## config.mk

```make
export PLATFORM = sky130hd
export DESIGN_NAME = sram_controller_flat
export DESIGN_NICKNAME = d
export VERILOG_FILES = /design/src/rtl/sram_controller_if.sv /design/src/rtl/sram_controller.sv /design/src/flat_wrapper.sv
export SDC_FILE = /design/constraint.sdc
export NUM_CORES = 1
export LEC_CHECK = 0
export ABC_CLOCK_PERIOD_IN_PS = 1640
export BUFFER_PORTS_ARGS = -buffer_cell sky130_fd_sc_hd__buf_2
export CORE_MARGIN = 2
export CORE_UTILIZATION = 25
export DETAILED_ROUTE_END_ITERATION = 10
export PLACE_DENSITY = 0.54
export SETUP_SLACK_MARGIN = 0.02
export SYNTH_ARGS = -nofsm -noshare
export SYNTH_HDL_FRONTEND = slang
export SYNTH_SLANG_ARGS = --single-unit
```

## constraint.sdc

```tcl
create_clock -name clk -period 1.64 [get_ports clk]
set_input_delay 0.164 -clock clk [delete_from_list [all_inputs] [get_ports clk]]
set_output_delay 0.164 -clock clk [all_outputs]
set_load 0.005 [all_outputs]
```

## src/rtl/sram_controller_if.sv

```systemverilog
// Pipeline-side bus of the MEM-stage SRAM controller: one load/store request
// in, the load result and the pipeline freeze signal out.
interface sram_controller_if;
   // Handshake: the pipeline raises wr_en and/or rd_en with address and
   // write_data, then holds all four stable for as long as ready is 0.
   // The cycle in which ready is 1 again (DONE) completes the transfer.
   // read_data is valid from that cycle until the next load overwrites it.
   logic        wr_en;
   logic        rd_en;
   logic [31:0] address;
   logic [31:0] write_data;
   logic [31:0] read_data;
   logic        ready;

   modport master (
      output wr_en, rd_en, address, write_data,
      input  read_data, ready
   );

   modport slave (
      input  wr_en, rd_en, address, write_data,
      output read_data, ready
   );
endinterface

```

## src/rtl/sram_controller.sv

```systemverilog
// MEM-stage data memory sequencer: one 32-bit load/store becomes two 16-bit
// SRAM accesses (low half, then high half) while ready holds the pipeline.
module sram_controller #(
   parameter int WAIT_CYCLES = 1,
   parameter int ADDR_BASE   = 1024,
   parameter int SRAM_ADDR_W = 18
) (
   input  logic                   clk,
   input  logic                   rst,
   sram_controller_if.slave       bus,
   output logic [SRAM_ADDR_W-1:0] sram_addr,
   output logic [15:0]            sram_dq_out,
   input  logic [15:0]            sram_dq_in,
   output logic                   sram_dq_oe,
   output logic                   sram_we_n,
   output logic [1:0]             state_dbg
);
   localparam logic [1:0] IDLE   = 2'd0;
   localparam logic [1:0] ACC_LO = 2'd1;
   localparam logic [1:0] ACC_HI = 2'd2;
   localparam logic [1:0] DONE   = 2'd3;

   localparam int CNT_W = (WAIT_CYCLES > 0) ? $clog2(WAIT_CYCLES + 1) : 1;
   localparam logic [CNT_W-1:0] CNT_LAST = CNT_W'(WAIT_CYCLES);

   logic [1:0]             state;
   logic [CNT_W-1:0]       counter;
   logic [SRAM_ADDR_W-2:0] word_q;
   logic [15:0]            data_hi_q;
   logic                   write_q;
   logic [31:0]            read_data_q;
   logic [31:0]            offset;
   logic [SRAM_ADDR_W-2:0] word_next;
   logic                   req;
   logic                   half_done;

   assign req       = bus.wr_en | bus.rd_en;
   // Addresses below ADDR_BASE wrap modulo 2^32 and are then truncated.
   assign offset    = bus.address - 32'(ADDR_BASE);
   assign word_next = (SRAM_ADDR_W-1)'(offset >> 2);
   assign half_done = (counter == CNT_LAST);

   assign bus.ready     = (state == DONE) || ((state == IDLE) && !req);
   assign bus.read_data = read_data_q;
   assign state_dbg     = state;

   // SRAM pins are registered on the transition into each phase, so they
   // line up with the state and never follow the request inputs directly.
   always_ff @(posedge clk) begin
      if (rst) begin
         state       <= IDLE;
         counter     <= '0;
         word_q      <= '0;
         data_hi_q   <= '0;
         write_q     <= 1'b0;
         read_data_q <= '0;
         sram_addr   <= '0;
         sram_dq_out <= '0;
         sram_dq_oe  <= 1'b0;
         sram_we_n   <= 1'b1;
      end else begin
         case (state)
            IDLE: begin
               if (req) begin
                  state     <= ACC_LO;
                  counter   <= '0;
                  word_q    <= word_next;
                  data_hi_q <= bus.write_data[31:16];
                  write_q   <= bus.wr_en;
                  sram_addr <= {word_next, 1'b0};
                  if (bus.wr_en) begin
                     sram_dq_out <= bus.write_data[15:0];
                  end
                  sram_dq_oe <= bus.wr_en;
                  sram_we_n  <= ~bus.wr_en;
               end
            end
            ACC_LO: begin
               if (half_done) begin
                  state     <= ACC_HI;
                  counter   <= '0;
                  sram_addr <= {word_q, 1'b1};
                  if (write_q) begin
                     sram_dq_out <= data_hi_q;
                  end else begin
                     read_data_q[15:0] <= sram_dq_in;
                  end
               end else begin
                  counter <= counter + CNT_W'(1);
               end
            end
            ACC_HI: begin
               if (half_done) begin
                  state      <= DONE;
                  sram_dq_oe <= 1'b0;
                  sram_we_n  <= 1'b1;
                  if (!write_q) begin
                     read_data_q[31:16] <= sram_dq_in;
                  end
               end else begin
                  counter <= counter + CNT_W'(1);
               end
            end
            DONE: begin
               state <= IDLE;
            end
            default: begin
               state <= IDLE;
            end
         endcase
      end
   end
endmodule

```

## src/flat_wrapper.sv

```systemverilog
// flat-port wrapper written by rule: the top's interface ports become plain ports
module sram_controller_flat 
#(
   parameter int WAIT_CYCLES = 1,
   parameter int ADDR_BASE   = 1024,
   parameter int SRAM_ADDR_W = 18
)
  (clk, rst, sram_addr, sram_dq_out, sram_dq_in, sram_dq_oe, sram_we_n, state_dbg, bus_wr_en, bus_rd_en, bus_address, bus_write_data, bus_read_data, bus_ready);
  sram_controller_if bus_i ();
  input  logic clk;
  input  logic rst;
  output logic [SRAM_ADDR_W-1:0] sram_addr;
  output logic [15:0] sram_dq_out;
  input  logic [15:0] sram_dq_in;
  output logic sram_dq_oe;
  output logic sram_we_n;
  output logic [1:0] state_dbg;
  input wire logic [$bits(bus_i.wr_en)-1:0] bus_wr_en;
  input wire logic [$bits(bus_i.rd_en)-1:0] bus_rd_en;
  input wire logic [$bits(bus_i.address)-1:0] bus_address;
  input wire logic [$bits(bus_i.write_data)-1:0] bus_write_data;
  output wire logic [$bits(bus_i.read_data)-1:0] bus_read_data;
  output wire logic [$bits(bus_i.ready)-1:0] bus_ready;
  assign bus_i.wr_en = bus_wr_en;
  assign bus_i.rd_en = bus_rd_en;
  assign bus_i.address = bus_address;
  assign bus_i.write_data = bus_write_data;
  assign bus_read_data = bus_i.read_data;
  assign bus_ready = bus_i.ready;
  sram_controller #(.WAIT_CYCLES(WAIT_CYCLES), .ADDR_BASE(ADDR_BASE), .SRAM_ADDR_W(SRAM_ADDR_W)) u_core (.clk(clk), .rst(rst), .bus(bus_i), .sram_addr(sram_addr), .sram_dq_out(sram_dq_out), .sram_dq_in(sram_dq_in), .sram_dq_oe(sram_dq_oe), .sram_we_n(sram_we_n), .state_dbg(state_dbg));
endmodule
```

==> flow_metrics.env <==
export IMPL_outcome="finished with violations"
export IMPL_violations="setup timing"
export IMPL_met3_length_um=923
export IMPL_synth_top_flop_cell="dfxtp_1"
export IMPL_async_reset_ff_share_pct=0
export IMPL_grt_overflow=0
export IMPL_drt_met1_wl_mm=5.76
export IMPL_hold_ws_ns=0.0405
export IMPL_fmax_mhz=598
export IMPL_synthCells=502
export IMPL_end_kind="flip-flop"
export IMPL_drt_vias_per_instance=4.48
export IMPL_antenna_cells=0
export IMPL_clock_path_buffers=2
export IMPL_syn_area_um2=4340
export IMPL_dieWidth_um=136
export IMPL_drtIter0Drc=105
export IMPL_grt_use_total_pct=12.7
export IMPL_ant_nets=0
export IMPL_area_growth_pct=41.0
export IMPL_clk_pin_slew_ns=0.08
export IMPL_p_clk_share_pct=20.7
export IMPL_drc=0
export IMPL_crit_type="flip-flop to flip-flop"
export IMPL_timing_rr_end="u_core.sram_addr[14]"
export IMPL_stdcell_area_um2=6120
export IMPL_avgSynthCellArea_um2=8.65
export IMPL_max_cap_viol_count=0
export IMPL_initial_core_util_pct=25.4
export IMPL_layout_setup_ws_ns=-0.0323
export IMPL_min_period_ns=1.67
export IMPL_regToRegSetupSlack_ns=-0.03
export IMPL_dpl_cell_area_um2=5460
export IMPL_nFillCells=1803
export IMPL_gp_congestion=0.732
export IMPL_grt_max_degree=96
export IMPL_tritoncts="built"
export IMPL_switchingPower_mw=3.95
export IMPL_dpl_hpwl_mm=8.02
export IMPL_p_per_area_nw_per_um2=1780
export IMPL_r2r_start="u_core.state_dbg[0]"
export IMPL_dr_pass1_iters=4
export IMPL_slew_viol_final=0
export IMPL_holdPathStages=3
export IMPL_critical_path_required_ns=1.88
export IMPL_crit_arrival_ns=1.91
export IMPL_p_seq_share_pct=32.2
export IMPL_r2r_cells=10
export IMPL_ys_types=46
export IMPL_hold_violations=0
export IMPL_slew_headroom_pct=62.8
export IMPL_p_int_mw=6.96
export IMPL_synth_edf_count=0
export IMPL_max_vdd_ir_drop_mv=0.733
export IMPL_slowest_delay_ns=0.37
export IMPL_crit_path_start_kind="flip-flop"
export IMPL_numCtsBuffers=9
export IMPL_setup_viol=19
export IMPL_register_area_um2=2110
export IMPL_grt_pass1_wl_mm=18.5
export IMPL_multi_input_area_um2=2210
export IMPL_drt_total_wl_mm=12.5
export IMPL_ys_seq_area_share_pct=48.4
export IMPL_rows=48
export IMPL_hold_class="input pin to flip-flop"
export IMPL_rsz0062_at_grt="yes"
export IMPL_synth_nets=592
export IMPL_ys_warn_count=0
export IMPL_insertion_delay_ns=0.35
export IMPL_pre_cts_slack_ns=-0.0530
export IMPL_finalCritPeriodShare_pct=102
export IMPL_io_pins=155
export IMPL_drt_wirelength_per_cell_um=14.1
export IMPL_p_leak_nw=2.57
export IMPL_die_area_um2=18400
export IMPL_grt_pass1_vias=3590
export IMPL_core_um2=17100
export IMPL_fin_nets=745
export IMPL_cts_htree_levels=3
export IMPL_cpMaxStageDelayCell="dfxtp_4"
export IMPL_root_buffer="clkbuf_16"
export IMPL_worst_pin_slew_ns=0.559
export IMPL_highest_signal_layer="met4"
export IMPL_dr_wl_met2_mm=5.67
export IMPL_fin_skew_ns=0.00987
export IMPL_ys_ff_latch=105
export IMPL_sw_frac_of_total_pct=36.2
export IMPL_layout_drive_gt1_share_pct=36.8
export IMPL_min_to="u_core.data_hi_q[7]"
export IMPL_holdCritStartpoint="bus_write_data[23]"
export IMPL_comb_power_share_pct=47.1
export IMPL_worstPathCellList="inv_4 > ha_4 > buf_6 > buf_4 > mux2i_4 > buf_4 > buf_6 > o211a_1 > a41oi_2 > o21ai_1"
export IMPL_fp_dieH_um=136
export IMPL_antenna_found_initial=0
export IMPL_critPathMaxFanout=5
export IMPL_cts_sinks=105
export IMPL_port_buffers=139
export IMPL_vias=3962
worst max-delay path by stage:
stage | start | endpoint | slack [ns] | cells after the start
5_1_grt | u_core.state_dbg[0] | u_core.sram_dq_out[3] | -0.11 | 9
3_3_place_gp | u_core.state_dbg[0] | u_core.bus.read_data[18] | -0.02 | 6
4_1_cts | u_core.state_dbg[1] | bus_ready | -0.03 | 5
6_report | u_core.state_dbg[0] | u_core.sram_addr[14] | -0.03 | 10
2_1_floorplan | u_core.state_dbg[0] | u_core.counter | 0.03 | 7
3_5_place_dp | u_core.state_dbg[0] | u_core.sram_dq_out[6] | -0.05 | 8
synthesized netlist by cell type, types with 2 or more instances:
master | instances | area, µm²
nand2_1 | 129 | 484
dfxtp_1 | 105 | 2100
a21oi_1 | 65 | 325
nor2_1 | 40 | 150
mux2i_1 | 30 | 300
a211oi_1 | 29 | 218
clkbuf_1 | 13 | 48.8
buf_2 | 10 | 50.1
o21ai_0 | 9 | 45.0
o21ai_1 | 8 | 40.0
ha_1 | 6 | 75.1
inv_1 | 5 | 18.8
buf_1 | 4 | 15.0
xnor2_1 | 4 | 35.0
buf_4 | 3 | 22.5
nand2b_1 | 3 | 18.8
a21oi_2 | 2 | 17.5
a41oi_1 | 2 | 17.5
buf_6 | 2 | 22.5
clkbuf_8 | 2 | 27.5
mux2_2 | 2 | 22.5
nand3_1 | 2 | 10.0
nor3b_4 | 2 | 37.5
o211a_1 | 2 | 20.0
xor2_1 | 2 | 17.5
critical path, delay by kind of cell, from the launching register on:
kind,cells,cell delay (ns)
compound gates,3,0.47
fa+ha+maj,1,0.13
buf+inv,5,0.52
flops,1,0.37
mux,1,0.06
cell type report:
type,count,area share [%]
Multi-Input combinational cell,356,36.1
Sequential cell,105,34.4
Timing Repair Buffer,176,19.3
Tap cell,225,4.60
Clock buffer,10,3.90
Clock inverter,6,1.19
Inverter,7,0.531
sequential cells by signal (all words and copies together), names as in the netlist:
signal	count
u_core.sram_we_n	1
u_core.data_hi_q	16
u_core.word_q	17
u_core.sram_dq_out	16
u_core.counter	1
u_core.write_q	1
u_core.state_dbg	2
u_core.sram_dq_oe	1
u_core.bus.read_data	32
u_core.sram_addr	18
cells by family (layout without fill, tap and decap cells):
logic type / Yosys count / in the layout / share of synthesized area (%)
buf+inv: 41 / 199 / 4.93
flops: 105 / 105 / 48.4
simple gates: 187 / 187 / 18.6
fa+ha+maj: 6 / 6 / 1.73
xor+xnor: 6 / 6 / 1.21
compound gates: 124 / 124 / 17.2
mux: 33 / 33 / 7.96
layer usage:
| metal | up-vias | global-route usage [%] |
|---|---|---|
| li1 | 2010 | - |
| met5 | - | 0 |
| met2 | 109 | 20.0 |
| met3 | 10 | 4.71 |
| met1 | 1833 | 16.2 |
| met4 | 0 | 3.53 |
power by group through the flow:
stage | sequential [mW] | combinational [mW] | clock [mW]
after global routing | 3.60 | 5.64 | 2.45
after floorplan | 3.57 | 2.46 | 0
after detailed placement | 3.54 | 4.16 | 0
after CTS | 3.49 | 4.22 | 2.33
final | 3.51 | 5.14 | 2.25
after global placement | 3.53 | 4.15 | 0
cells in the final DEF, fill, tap and decap left out, drive strengths merged:
master and instances:
o31ai 1, ha 6, a21oi 67, nor4 1, o221a 1, a22oi 1, or3b 1, or4 2
bufinv 1, nand2 129, mux2 2, o221ai 1, inv 8, a2111o 1, o211a 2, a41oi 2
and3b 1, and2 1, o21a 1, nor2b 1, nor3b 3, o2111ai 1, buf 173, xnor2 4
nor3 1, o21ai 17, clkinv 3, nand3 2, xor2 2, dfxtp 105, clkbuf 13, mux2i 31
nor2 41, nand4 1, a211oi 29, nand2b 3, clkinvlp 1
per-stage QoR:
step,std cells,TNS (ns),util (%),power (mW)
after floorplan,502,0,-,6.03
after global placement,859,-0.0739,31.9,7.68
after detailed placement,859,-0.743,31.9,7.70
after CTS,875,-0.0646,33.8,10.0
after global routing,885,-2.19,35.8,11.7
final,885,-0.235,35.8,10.9
what timing repair did:
action / CTS / global route
hold buffers: 0 / 0
cloned: 0 / 4
setup endpoints to repair: 38 / 65
pin swaps: 17 / 8
resized for setup: 4 / 45
buffers inserted: 1 / 6
No activity file was read; power rests on OpenSTA's default activity.
